### config.mk
export PLATFORM = sky130hd
export DESIGN_NAME = led_trail_pwm
export DESIGN_NICKNAME = d
export VERILOG_FILES = /design/src/rtl/led_trail_pwm.sv
export SDC_FILE = /design/constraint.sdc
export NUM_CORES = 1
export LEC_CHECK = 0
export ABC_AREA = 1
export BUFFER_PORTS_ARGS = -buffer_cell sky130_fd_sc_hd__buf_2
export CAP_MARGIN = 0
export CORE_ASPECT_RATIO = 0.8
export CORE_MARGIN = 5
export CORE_UTILIZATION = 24
export CTS_BUF_LIST = sky130_fd_sc_hd__clkbuf_8 sky130_fd_sc_hd__clkbuf_16
export DETAILED_ROUTE_END_ITERATION = 8
export GPL_TIMING_DRIVEN = 0
export PLACE_DENSITY = 0.42
export SLEW_MARGIN = 30
export SYNTH_ARGS = -nofsm -noshare
export SYNTH_HDL_FRONTEND = slang
export SYNTH_SLANG_ARGS = --single-unit
### constraint.sdc
create_clock -name i_clk -period 2.1 [get_ports i_clk]
set_clock_uncertainty 0.1 [all_clocks]
set_input_delay 0.315 -clock i_clk [delete_from_list [all_inputs] [get_ports i_clk]]
set_output_delay 0.315 -clock i_clk [all_outputs]
set_load 0.03 [all_outputs]
### src/rtl/led_trail_pwm.sv
// led_trail_pwm: per-LED fading brightness with PWM rendering for the LED walker output.
// Define LEDTRAIL_GAMMA_EN to render brightness through a gamma lookup instead of linearly.
module led_trail_pwm #(
  parameter int unsigned NLEDS      = 8,
  parameter int unsigned DECAY_CLKS = 750_000
) (
  input  logic             i_clk,
  input  logic             i_reset,
  input  logic [NLEDS-1:0] i_led,
  output logic [NLEDS-1:0] o_led,
  output logic             o_active
);

  localparam int unsigned DCW = 24;
  localparam int unsigned LW  = 4;
  localparam int unsigned PW  = 4;

  localparam logic [DCW-1:0] DECAY_RELOAD = DCW'(DECAY_CLKS - 1);
  localparam logic [PW-1:0]  PWM_LAST     = PW'(14);
  localparam logic [LW-1:0]  LEVEL_MAX    = LW'(15);

  logic [DCW-1:0]            decay_cnt_q, decay_cnt_d;
  logic                      decay_stb_c;
  logic [PW-1:0]             pwm_cnt_q, pwm_cnt_d;
  logic [NLEDS-1:0][LW-1:0]  level_q, level_d;
  logic [NLEDS-1:0][LW-1:0]  eff_c;
  logic [NLEDS-1:0]          o_led_q, o_led_d;
  logic                      active_q, active_d;

`ifdef LEDTRAIL_GAMMA_EN
  // Perceptual brightness curve; end points 0 and 15 map to themselves.
  function automatic logic [LW-1:0] gamma_lut(input logic [LW-1:0] lvl);
    logic [LW-1:0] g;
    case (lvl)
      4'd0, 4'd1, 4'd2: g = 4'd0;
      4'd3, 4'd4, 4'd5: g = 4'd1;
      4'd6, 4'd7:       g = 4'd2;
      4'd8:             g = 4'd3;
      4'd9:             g = 4'd4;
      4'd10:            g = 4'd5;
      4'd11:            g = 4'd6;
      4'd12:            g = 4'd8;
      4'd13:            g = 4'd10;
      4'd14:            g = 4'd12;
      default:          g = 4'd15;
    endcase
    return g;
  endfunction
`endif

  // Prescaler, PWM ramp, per-LED level update and output compare.
  always_comb begin
    decay_stb_c = (decay_cnt_q == '0);
    decay_cnt_d = decay_stb_c ? DECAY_RELOAD : decay_cnt_q - DCW'(1);
    pwm_cnt_d   = (pwm_cnt_q == PWM_LAST) ? '0 : pwm_cnt_q + PW'(1);
    level_d     = level_q;
    eff_c       = level_q;
    o_led_d     = '0;
    active_d    = 1'b0;
    for (int unsigned k = 0; k < NLEDS; k++) begin
`ifdef LEDTRAIL_GAMMA_EN
      eff_c[k] = gamma_lut(level_q[k]);
`endif
      o_led_d[k] = (eff_c[k] > pwm_cnt_q);
      active_d   = active_d | (level_q[k] != '0);
      // Refresh wins over a coincident decay step.
      if (i_led[k]) begin
        level_d[k] = LEVEL_MAX;
      end else if (decay_stb_c && (level_q[k] != '0)) begin
        level_d[k] = level_q[k] - LW'(1);
      end
    end
  end

  always_ff @(posedge i_clk or posedge i_reset) begin
    if (i_reset) begin
      decay_cnt_q <= DECAY_RELOAD;
      pwm_cnt_q   <= '0;
      level_q     <= '0;
      o_led_q     <= '0;
      active_q    <= 1'b0;
    end else begin
      decay_cnt_q <= decay_cnt_d;
      pwm_cnt_q   <= pwm_cnt_d;
      level_q     <= level_d;
      o_led_q     <= o_led_d;
      active_q    <= active_d;
    end
  end

  assign o_led    = o_led_q;
  assign o_active = active_q;

endmodule
-- After elaboration in Yosys (flattened, before gate mapping)
Index checks and enable logic that the tools add are counted.
- add/sub/neg operators: 10
- magnitude comparators: 8
- equality and inequality tests: 1
- multiplexer cells: 18
- bitwise logic cells: 7
- reduce and logical (&&, ||, !) cells: 25
- operator list (operator ; count):
    $mux 4 ; 17
    $gt 4x4->1 ; 8
    $reduce_bool 4->1 ; 8
    $sub 4x1->4 const B ; 8
    $logic_not 24->1 ; 1
    $mux 24 ; 1
    $sub 24x1->24 const B ; 1
    $reduce_bool 2->1 ; 8
    $logic_and 1x1->1 ; 8
    $or 1x1->1 ; 7
    $add 4x1->4 const B ; 1
    $eq 4x4->1 const B ; 1
- bits in registers: 69
- output and inout port bits: 9
- logic and storage cells: 81

-- Longest topological paths before layout
Gate-level depths: netlist of the first run.
- depth after elaboration: 8
- depth in mapped cells: 9
- depth with buffers taken out: 9

-- Least setup slack after synthesis of the first run
Ideal clock, no wire load.
- path type: reg2reg
- start point: register decay_cnt_q[0]
- end point: register level_q, in the netlist eff_c[16]
- arrival: 1.343 ns
- slack: 0.527 ns
- stages on the path, launching flop included: 10
- buffers on the path: 1
- cells stage by stage: dfstp_2 -> inv_1 -> ha_1 -> nand3_4 -> nor2_8 -> nand3_4 -> buf_12 -> nor2_4 -> nand2_1 -> nand3_1
- word-level cells in the longest chain between the ends: 3
- ends and longest elaborated chain (element ; line ; source):
    from (decl) ; 22 ; logic [DCW-1:0] decay_cnt_q, decay_cnt_d;
    from (signal assigned) ; 83 ; decay_cnt_q <= decay_cnt_d;
    $logic_not 24->1 ; 53 ; decay_stb_c = (decay_cnt_q == '0);
    $logic_and 1x1->1 ; 69 ; end else if (decay_stb_c && (level_q[k] != '0)) begin
    $reduce_bool 2->1 (no source line) ; n/a ;
    to (signal assigned) ; 85 ; level_q <= level_d;
    to (decl) ; 25 ; logic [NLEDS-1:0][LW-1:0] level_q, level_d;
No other way between the ends.
A chain may end at the register's enable or synchronous reset.

-- Worst setup path in the final report of the first run
- start point: register decay_cnt_q[0]
- end point: register decay_cnt_q[4]
- word-level cells in the longest chain between the ends: 2
- ends and longest elaborated chain (element ; line ; source):
    $sub 24x1->24 / $logic_not 24->1 (equally long branches) ; 54, 53 ;
    $mux 24 (*) ; 54 ; decay_cnt_d = decay_stb_c ? DECAY_RELOAD : decay_cnt_q - DCW'(1);
    net decay_cnt_d[4] ; 22 ;
Mark *: on every way through the listed nets, which the timed path passes. The rest lies on a longest branch.

==> results by group, run 1 <==
Setup path
  • Worst-path cell chain: inv_1 -> ha_1 -> nand2_1 -> nor2_4 -> nand3_4 -> buf_6 -> o21ai_1 -> inv_1
  • Required time of the critical path: around 2200 ps
  • Worst setup EP type: flop
  • Delay of the slowest critical-path stage: around 390 ps
  • Arrival time at the worst endpoint: slightly below 2000 ps
  • Crit path launch type: flop
  • Critical Path Slowest Stage Cell: dfstp_2
  • Crit path max-delay family: simple AND/OR/NAND/NOR gates
  • Worst setup path class: flop to flop
  • Worst path buffer plus inverter count: 3
  • Most used cell along the critical path: inv_1
  • Critical-path maximum fanout: 10

Logic synthesis
  • Number of distinct library cells after synthesis: 31
  • Synth area leader: dfrtp_1
  • Post-synth net total: about 690
  • Post-synthesis cell area: 4880 sq um
  • Cells after synthesis: 632
  • Avg Inst Size Synth: ~7.7 sq um
  • Warnings, synthesis: 0
  • Biggest area contributors in the synthesized netlist: dfrtp_1 (29%), nand2_1 (12%), ha_1 (12%), nand3_1 (7.8%), inv_1 (7.7%)
  • Share of Yosys cell area claimed by the top area cell type: 0.287
  • Async SR Flop Fraction: 1.00
  • EDFF count, synth: 0
  • Register area share after synthesis: 0.357
  • Count of state elements after synthesis: roughly 70
  • Predominant post-synthesis flop cell: dfrtp_1

Layout
  • Total number of nets in the final design: slightly above 700
  • Proportion of layout cells with a drive suffix above 1: 0.157
  • Count of placed standard cells in the final layout, fillers left out: between 900 and 1,000
  • Share of the core filled with cells in the final layout: 0.284
  • Count of inserted antenna diode cells: 0
  • Layout area overhead: 15.7%
  • Number of fillers in the final layout: approximately 2,200

Clock tree
  • Clock root buffer: clkbuf_16
  • Max H-tree Level: 3
  • Latest clock arrival within the worst-skew pair: 350 ps
  • CTS clock-pin slew for the worst setup and hold paths: ~60 ps
  • CTS sink count: just under 70
  • CTS tree: yes
  • Clock buffer count from CTS: 9
  • Bufs on Longest Clock Path: 2

Floorplanning
  • Initial cell density of the core: 0.245
  • Site row count: between 40 and 50
  • Die Y: roughly 140 um
  • Chip width: between 150 and 200 um
  • Core outline area: between 15,000 and 20,000 sq um
  • Die Footprint: 23,300 sq um
  • Count of pins on the block boundary: 19

Placement
  • Cell total after placement: a little over 900
  • IO Port Bufs: 18
  • HPWL Detailed: roughly 9200 um
  • RePlAce Congestion: roughly 0.77

Pwr
  • Reg power frac: 0.436
  • Net Sw Frac: 0.266
  • Int Pwr: between 2000 and 2500 uW
  • Combinational fraction of design power: 0.095
  • Net switching power of the design: a little under 900 uW
  • Static power due to leakage: 0.00287 uW
  • Highest ir drop seen on vdd: between 0.0002 and 0.0003 V
  • Clock group share of total power: 0.469
  • Power Dens Cells: between 500 and 600 nW/um^2
  • Tot Pwr: between 3000 and 4000 uW

Timing
  • RSZ-0062 raised after global routing: no
  • Pins Over Slew Limit: 0
  • Worst rel slew slack: 0.572
  • Final Setup Violations: 0
  • Number of hold violations in the final report: 0
  • Least-Margin Pin Slew: 641 ps
  • Time the worst path needs with I/O delays and setup: between 1500 and 2000 ps
  • Maximum clock rate: around 550 MHz
  • Setup_tns: 0 ps
  • Share of the cycle needed by the critical path after routing: 0.862

Drt
  • Via count: between 4,000 and 5,000
  • Antenna Violating Nets Remaining: 0
  • Mean number of vias per cell: 4.34
  • Total detailed-routing wirelength: 12,300 um
  • Detailed-route DRC error count: 0
  • Average wire per cell in the routed design: roughly 13 um
  • First DRT Iteration DRCs: around 240
  • First-pass iteration count of the detailed router: 5

Run
  • Number of maximum-capacitance violations: 0

GRT
  • Via count of the first global-routing pass: 3,933
  • Number of antenna violations at the first check in global routing: 0
  • Overall global routing resource usage: 0.113
  • Grt total ovfl: 0
  • Maximum number of pins on one net before global-route repair: 27
  • First-pass GRT wire length: slightly above 20,000 um

Status
  • Outcome: completed

Worst hold path
  • Worst hold path class: input pin to flop
==> power groups by stage <==
stage          sequential, uW  combinational [uW]  clock [uW]
6_report                 1430                 311        1540
2_1_floorplan            1500                 171           0
3_3_place_gp             1450                 298           0
4_1_cts                  1430                 318        1610
3_5_place_dp             1450                 315           0
5_1_grt                  1440                 362        1650
==> flip-flops by register name, indices dropped and copies added (netlist names) <==
name and cells:
decay_cnt_q 24, eff_c 32, o_active 1, o_led 8, pwm_cnt_q 4
==> kinds of logic after synthesis <==
family | count (synthesis) | synth area share
buffers and inverters | 104 | 0.0914
AOI/OAI and AO/OA | 36 | 0.0443
DFF | 69 | 0.357
and+or+nand+nor | 372 | 0.380
adders and majority gates | 47 | 0.120
xor gates and xnor gates | 4 | 0.00717
==> layout make-up <==
class | instances | area [sq um] | area share
repair buffers | 21 | 140 | 0.0248
well taps | 264 | 330 | 0.0584
plain buffers | 4 | 71.3 | 0.0126
multi-input cells | 459 | 2700 | 0.477
flip-flops and latches | 69 | 1740 | 0.308
clock buffers | 9 | 225 | 0.0398
inverters | 100 | 379 | 0.0671
clock inverters | 7 | 67.6 | 0.0120
==> per-stage QoR <==
step                area (sq um)  hold WS, ps  setup WS [ps]
global placement            5310          374            236
CTS                         5650          156            247
finish                      5650          176            290
detailed placement          5350          300            266
floorplan                   4890          341            527
global route                5650          186            138
==> path summary, 6_finish.rpt <==
| check | endpoint | slack [ps] | depth (start not counted) | start |
|---|---|---|---|---|
| worst max-delay path | decay_cnt_q[4]$_DFF_PP0_ | 290 | 8 | decay_cnt_q[0]$_DFF_PP1_ |
| max in group asynchronous | decay_cnt_q[1]$_DFF_PP1_ | 640 | 5 | i_reset |
| worst min-delay path | eff_c[5]$_DFFE_PP0P_ | 180 | 3 | i_led[1] |
| worst max register to register | decay_cnt_q[4]$_DFF_PP0_ | 290 | 8 | decay_cnt_q[0]$_DFF_PP1_ |
| worst min register to register | decay_cnt_q[0]$_DFF_PP1_ | 390 | 1 | decay_cnt_q[0]$_DFF_PP1_ |
| min in group asynchronous | decay_cnt_q[9]$_DFF_PP0_ | 470 | 3 | i_reset |
==> synthesized netlist by cell type, types with 3 or more instances <==
cell and number:
a21oi_1 12, a32oi_1 8, buf_12 3, dfrtp_1 56, dfstp_2 13, ha_1 47
inv_1 100, nand2_1 157, nand2_2 8, nand3_1 76, nand3_4 3, nand3b_1 3
nand4_1 16, nor2_1 63, nor2_2 6, nor2_4 18, o21ai_0 13, or2_2 10
xor2_1 3
==> worst min-delay path, delay by kind of cell <==
kind                   cells  cell delay, ps
buffers and inverters      2             170
and+or+nand+nor            1             100
==> timing repair <==
item,in CTS,in global routing
gates resized for setup,0,0
endpoints found under the hold margin,14,0
hold buffers,1,0
setup buffers,0,0
==> per-layer routing <==
layer | part of all wire | vias to the layer above | track usage
met5 | 0 | - | 0
met4 | 0.011 | 0 | 0.0353
met3 | 0.033 | 11 | 0.0255
met2 | 0.44 | 64 | 0.174
met1 | 0.52 | 1876 | 0.158
li1 | - | 2101 | -
==> cell usage in the layout, fill, tap and decap left out, drive strengths merged, types with 2 or more instances in the layout <==
master / synthesis / routed
a21oi: 13 / 13
a32oi: 8 / 8
buf: 4 / 24
clkbuf: 0 / 9
clkinv: 0 / 3
clkinvlp: 0 / 3
dfrtp: 56 / 56
dfstp: 13 / 13
ha: 47 / 47
inv: 100 / 100
nand2: 165 / 165
nand3: 81 / 81
nand3b: 3 / 3
nand4: 18 / 18
nor2: 89 / 89
nor3: 2 / 2
nor4: 2 / 2
o21ai: 14 / 14
or2: 11 / 11
xor2: 3 / 3
No activity file was read; power rests on OpenSTA's default activity.
==> run 2: changes to the inputs <==
--- a/config.mk
+++ b/config.mk
@@ -5,7 +5,6 @@
 export SDC_FILE = /design/constraint.sdc
 export NUM_CORES = 1
 export LEC_CHECK = 0
-export ABC_AREA = 1
 export BUFFER_PORTS_ARGS = -buffer_cell sky130_fd_sc_hd__buf_2
 export CAP_MARGIN = 0
 export CORE_ASPECT_RATIO = 0.8
==> run 2 against run 1 <==
  * The run now ends with negative setup slack left
  * Via count decreased by 11%
  * Combinational power decreased by 75%
  * Core utilization up 4.2 points
  * Die area shrank 11%
  * Worst setup slack got worse by 490 ps
  * Clock power increased by 18%
  * Critical path type unchanged
  * Critical endpoint is now decay_cnt_q[22]$_DFF_PP0_
  * Largest power group unchanged
==> results by group, run 2 <==
Status
  • Outcome: finished with violations
  • Violations in the final reports: negative setup slack

Floorplanning
  • Core outline area: about 18,000 sq um
  • Initial cell density of the core: 0.247
  • Die Y: 130 um
  • Site row count: 43
  • Count of pins on the block boundary: 19
  • Chip width: between 150 and 200 um
  • Die Footprint: about 21,000 sq um

Timing
  • Pins Over Slew Limit: 0
  • Least-Margin Pin Slew: around 600 ps
  • Time the worst path needs with I/O delays and setup: approximately 2300 ps
  • Maximum clock rate: roughly 440 MHz
  • Number of hold violations in the final report: 0
  • RSZ-0062 raised after global routing: yes
  • Final Setup Violations: 27
  • Worst rel slew slack: 0.600
  • Post-route setup slack: -199 ps
  • Share of the cycle needed by the critical path after routing: 1.09
  • Worst hold slack: 117 ps

Layout
  • Proportion of layout cells with a drive suffix above 1: 0.284
  • Flip-flop count of the largest register after layout: 32
  • Area of the multi-input gates: approximately 2600 sq um
  • Total number of nets in the final design: 548
  • Area occupied by registers: between 1500 and 2000 sq um
  • Number of fillers in the final layout: roughly 1,800
  • Final design instance area without fill: about 5700 sq um
  • Share of the core filled with cells in the final layout: 0.326
  • Leading cell types in the layout, fill and taps excluded: dfrtp_1 (54), ha_1 (46), buf_4 (29)
  • Count of inserted antenna diode cells: 0
  • Most common library cell in the layout ignoring fill and taps: dfrtp_1
  • Layout area overhead: 32.2%

GRT
  • Met1 routing resource usage after global routing: 0.151
  • Layer with the highest usage after global routing: met2
  • Fraction of met3 tracks used by global routing: 0.0284
  • First-pass GRT wire length: between 15,000 and 20,000 um
  • Met2 demand-to-capacity share in global routing: 0.191
  • Number of antenna violations at the first check in global routing: 0
  • Via count of the first global-routing pass: 3,664
  • Maximum number of pins on one net before global-route repair: 22
  • Overall global routing resource usage: 0.116
  • Grt total ovfl: 0

Setup path
  • Crit path max-delay family: simple AND/OR/NAND/NOR gates
  • Crit path launch type: flop
  • Worst path buffer plus inverter count: 0
  • Worst setup EP type: flop
  • Most used cell along the critical path: or4_4
  • Required time of the critical path: 2230 ps
  • Delay of the slowest critical-path stage: about 620 ps
  • Worst setup path class: flop to flop
  • Cell count of the worst reg-to-reg path: 4
  • Crit path depth: 4
  • Critical Path Slowest Stage Cell: or4_4
  • Worst-path cell chain: or4_4 -> or4_4 -> nor4_4 -> mux2_4
  • Critical-path maximum fanout: 5
  • Arrival time at the worst endpoint: about 2400 ps

Drt
  • Average wire per cell in the routed design: about 17 um
  • First DRT Iteration DRCs: ~160
  • Via count: 3,589
  • Detailed-route DRC error count: 0
  • Total detailed-routing wirelength: about 12,000 um
  • Mean number of vias per cell: 4.98
  • First-pass iteration count of the detailed router: 4
  • Antenna Violating Nets Remaining: 0

Logic synthesis
  • Number of distinct library cells after synthesis: 43
  • Most repeated cell in the gate-level netlist after synthesis: dfrtp_1
  • Avg Inst Size Synth: roughly 10 sq um
  • Post-synthesis cell area: 4330 sq um
  • Biggest area contributors in the synthesized netlist: dfrtp_1 (32%), ha_1 (14%), dfstp_2 (7.9%), o21a_1 (4.2%), nor2b_1 (3.2%)
  • Ranking of synthesized cells by instance count: dfrtp_1 (56), ha_1 (47), inv_1 (32)
  • EDFF count, synth: 0
  • Async SR Flop Fraction: 1.00
  • Cells after synthesis: around 430
  • Predominant post-synthesis flop cell: dfrtp_1
  • Warnings, synthesis: 0
  • Register area share after synthesis: 0.403
  • Share of Yosys cell area claimed by the top area cell type: 0.324
  • Synth area leader: dfrtp_1
  • Count of state elements after synthesis: 69
  • Post-synth net total: around 500

Placement
  • Post-detailed-placement cell area: around 4800 sq um
  • HPWL Detailed: 8100 um
  • RePlAce Congestion: between 0.7 and 0.8
  • Setup slack after placement: -843 ps
  • IO Port Bufs: 18

Worst hold path
  • Number of stages on the worst hold path: 2
  • Worst hold path class: input pin to flop

Clock tree
  • CTS tree: yes
  • Clock root buffer: clkbuf_16
  • CTS sink count: a little under 70
  • Clock buffer count from CTS: 9
  • Latest clock arrival within the worst-skew pair: 340 ps
  • CTS clock-pin slew for the worst setup and hold paths: about 60 ps
  • Bufs on Longest Clock Path: 2
  • Max H-tree Level: 3

Pwr
  • Static power due to leakage: ~0.0023 uW
  • Power Dens Cells: ~560 nW/um^2
  • Highest ir drop seen on vdd: between 0.0003 and 0.0004 V

Run
  • Number of maximum-capacitance violations: 0
-- run 2: timing repair --
item,4_1_cts,5_1_grt
cloned,0,1
hold buffers,1,0
buffers inserted,20,12
pin swaps,4,16
endpoints found under the hold margin,9,0
gates resized for setup,32,41
setup endpoints to repair,57,62
-- run 2: cell type report --
class	count	share of cell area
multi-input cells	312	0.458
flip-flops and latches	69	0.305
repair buffers	55	0.0851
well taps	225	0.0492
clock buffers	10	0.0418
inverters	32	0.0223
clock inverters	6	0.0193
plain buffers	12	0.0190
-- run 2: stage by stage --
| step | cells | TNS (ps) | total power [uW] |
|---|---|---|---|
| final | 721 | -2210 | 3230 |
| after global routing | 721 | -5360 | 3320 |
| after CTS | 713 | -3140 | 3270 |
| after detailed placement | 678 | -23640 | 1430 |
| after global placement | 675 | -24130 | 1410 |
| after floorplan | 432 | -662 | 1380 |
-- run 2: worst reg2reg max path: stages, from the launching register on --
cell	delay, ps
dfrtp_2	400
or4_4	560
or4_4	620
nor4_4	180
mux2_4	330
-- run 2: cell families (layout without fill, tap and decap cells) --
kind of cell | Yosys count | in the layout | share of synthesized area
AOI/OAI and AO/OA | 97 | 97 | 0.164
xor gates and xnor gates | 12 | 12 | 0.0243
adders and majority gates | 47 | 47 | 0.136
buffers and inverters | 51 | 115 | 0.0483
DFF | 69 | 69 | 0.403
muxes | 9 | 9 | 0.0214
and+or+nand+nor | 147 | 147 | 0.203
-- run 2: where the power goes --
part	total [uW]	switching (uW)	internal [uW]
registers	1330	0.00000000000215	1330
logic	77.6	50.0	27.5
clock network	1820	626	1190
-- run 2: worst paths after layout --
check                                         start                         to  slack [ps]
setup reg to reg           decay_cnt_q[6]$_DFF_PP0_  decay_cnt_q[22]$_DFF_PP0_        -200
min in group asynchronous                   i_reset   decay_cnt_q[9]$_DFF_PP0_         460
max in group asynchronous                   i_reset       eff_c[4]$_DFFE_PP0P_         650
setup / recovery           decay_cnt_q[6]$_DFF_PP0_  decay_cnt_q[22]$_DFF_PP0_        -200
hold / removal                             i_led[3]      eff_c[14]$_DFFE_PP0P_         120
hold reg to reg              pwm_cnt_q[3]$_DFF_PP0_     pwm_cnt_q[0]$_DFF_PP0_         420
-- run 2: layer usage --
layer	wire [um]	vias to the layer above	share of wire
li1	-	1742	-
met1	5770	1785	0.48
met2	5540	45	0.47
met3	404	17	0.034
met4	193	0	0.016
met5	0	-	0
==> run 3: changes to the inputs <==
--- a/config.mk
+++ b/config.mk
@@ -6,14 +6,14 @@
 export NUM_CORES = 1
 export LEC_CHECK = 0
 export BUFFER_PORTS_ARGS = -buffer_cell sky130_fd_sc_hd__buf_2
-export CAP_MARGIN = 0
+export CAP_MARGIN = 25
 export CORE_ASPECT_RATIO = 0.8
 export CORE_MARGIN = 5
 export CORE_UTILIZATION = 24
 export CTS_BUF_LIST = sky130_fd_sc_hd__clkbuf_8 sky130_fd_sc_hd__clkbuf_16
 export DETAILED_ROUTE_END_ITERATION = 8
 export GPL_TIMING_DRIVEN = 0
-export PLACE_DENSITY = 0.42
+export PLACE_DENSITY = 0.4
 export SLEW_MARGIN = 30
 export SYNTH_ARGS = -nofsm -noshare
 export SYNTH_HDL_FRONTEND = slang
==> run 3 against run 2 <==
  * Fmax decreased by 0.17%
  * Highest routed layer unchanged
  * Cell count increased by 1.2%
  * First-iteration DRC count decreased by 4.4%
  * Combinational power increased by 1%
  * Largest cell class unchanged
  * Worst setup slack got worse by 3.9 ps
  * The flow still finishes with violations (negative setup slack)
  * Total power decreased by 7.4%
  * Sequential share of layout area decreased by 0.64 points
==> results by group, run 3 (synthesis results as in run 2) <==
Timing
  • Worst hold slack: roughly 130 ps
  • Number of hold violations in the final report: 0
  • Pins Over Slew Limit: 0
  • Share of the cycle needed by the critical path after routing: 1.10
  • Post-route setup slack: -203 ps
  • Least-Margin Pin Slew: 632 ps
  • Worst rel slew slack: 0.578
  • Maximum clock rate: ~430 MHz
  • Setup_tns: -2460 ps
  • Final Setup Violations: 39
  • RSZ-0062 raised after global routing: yes
  • Time the worst path needs with I/O delays and setup: between 2000 and 2500 ps

Drt
  • Via count: 3,637
  • First DRT Iteration DRCs: around 150
  • Total detailed-routing wirelength: roughly 12,000 um
  • Average wire per cell in the routed design: ~17 um
  • First-pass iteration count of the detailed router: 4
  • Mean number of vias per cell: approximately 5
  • Detailed-route DRC error count: 0
  • Antenna Violating Nets Remaining: 0

GRT
  • Via count of the first global-routing pass: ~3,600
  • Fraction of met3 tracks used by global routing: 0.0265
  • Overall global routing resource usage: 0.116
  • Layer with the highest usage after global routing: met2
  • Grt total ovfl: 0
  • Number of antenna violations at the first check in global routing: 0
  • Met1 routing resource usage after global routing: 0.154
  • Maximum number of pins on one net before global-route repair: 22
  • Met2 demand-to-capacity share in global routing: 0.185
  • First-pass GRT wire length: 19,100 um

Layout
  • Final design instance area without fill: 5840 sq um
  • Layout area overhead: 35.0%
  • Leading cell types in the layout, fill and taps excluded: dfrtp_1 (54), ha_1 (45), inv_1 (31)
  • Count of inserted antenna diode cells: 0
  • Area occupied by registers: ~1700 sq um
  • Total number of nets in the final design: ~560
  • Number of fillers in the final layout: 1,766
  • Proportion of layout cells with a drive suffix above 1: 0.297
  • Share of the core filled with cells in the final layout: 0.333
  • Flip-flop count of the largest register after layout: 32
  • Most common library cell in the layout ignoring fill and taps: dfrtp_1
  • Area of the multi-input gates: approximately 2600 sq um

Clock tree
  • Max H-tree Level: 3
  • Latest clock arrival within the worst-skew pair: approximately 330 ps
  • CTS sink count: between 60 and 70
  • Clock buffer count from CTS: 9
  • CTS clock-pin slew for the worst setup and hold paths: around 60 ps
  • CTS tree: yes
  • Bufs on Longest Clock Path: 2
  • Clock root buffer: clkbuf_16

Worst hold path
  • Worst hold path class: input pin to flop

Pwr
  • Highest ir drop seen on vdd: ~0.00038 V
  • Power Dens Cells: between 500 and 600 nW/um^2
  • Static power due to leakage: 0.00238 uW
  • Tot Pwr: roughly 3000 uW

Setup path
  • Worst setup path class: flop to flop
  • Worst setup EP type: flop
  • Arrival time at the worst endpoint: 2410 ps
  • Crit path launch type: flop
  • Required time of the critical path: about 2200 ps
  • Critical-path maximum fanout: 4

Floorplanning
  • Die Y: about 130 um
  • Site row count: between 40 and 50
  • Initial cell density of the core: 0.247
  • Count of pins on the block boundary: 19
  • Chip width: 160 um
  • Die Footprint: 20,800 sq um
  • Core outline area: around 18,000 sq um

Status
  • Outcome: finished with violations
  • Violations in the final reports: negative setup slack

Placement
  • RePlAce Congestion: ~0.78
  • HPWL Detailed: between 8000 and 9000 um
  • IO Port Bufs: 18
  • Post-detailed-placement cell area: a little under 5000 sq um

Run
  • Number of maximum-capacitance violations: 0
[run 3: worst paths after layout]
kind,startpoint,end,slack [ps],depth (start not counted)
worst min register to register,pwm_cnt_q[2]$_DFF_PP0_,pwm_cnt_q[0]$_DFF_PP0_,440,1
worst max-delay path,decay_cnt_q[10]$_DFF_PP0_,decay_cnt_q[22]$_DFF_PP0_,-200,4
min in group asynchronous,i_reset,decay_cnt_q[23]$_DFF_PP0_,470,3
max in group asynchronous,i_reset,decay_cnt_q[19]$_DFF_PP1_,550,6
worst max register to register,decay_cnt_q[10]$_DFF_PP0_,decay_cnt_q[22]$_DFF_PP0_,-200,4
worst min-delay path,i_led[3],eff_c[14]$_DFFE_PP0P_,130,2
[run 3: critical path, stage by stage (launching register included)]
cell,delay [ps]
dfrtp_2,410
or4_4,590
or4_4,580
nor4_4,170
mux2_4,320
[run 3: repair_timing]
action	4_1_cts	5_1_grt
endpoints found under the setup margin	57	58
buffers inserted	25	12
cloned	0	3
pin swaps	4	19
gates resized for setup	32	64
hold endpoints to repair	9	0
hold buffers	1	0
[run 3: per-stage QoR]
stage | setup WS (ps) | cells
after floorplan | -214 | 432
after global placement | -924 | 675
after detailed placement | -915 | 678
final | -203 | 730
after global routing | -244 | 730
after CTS | -229 | 717
[run 3: metal layers]
layer	share of wire	up-vias
met3	0.032	14
met5	0	-
li1	-	1757
met1	0.48	1821
met4	0.017	0
met2	0.47	45
[run 3: cell type report]
type                            instances  area share
Inverter                               32      0.0219
Timing Repair Buffer                   62       0.102
Multi-Input combinational cell        312       0.451
Tap cell                              225      0.0482
Clock buffer                           12      0.0456
Clock inverter                          4     0.00707
Sequential cell                        69       0.299
Buffer                                 14      0.0257
[run 3: power by group]
group	switching (uW)	total [uW]	internal, uW
Combinational	51.1	78.7	27.6
Clock	573	1580	1000
Sequential	0.00000000000214	1330	1330
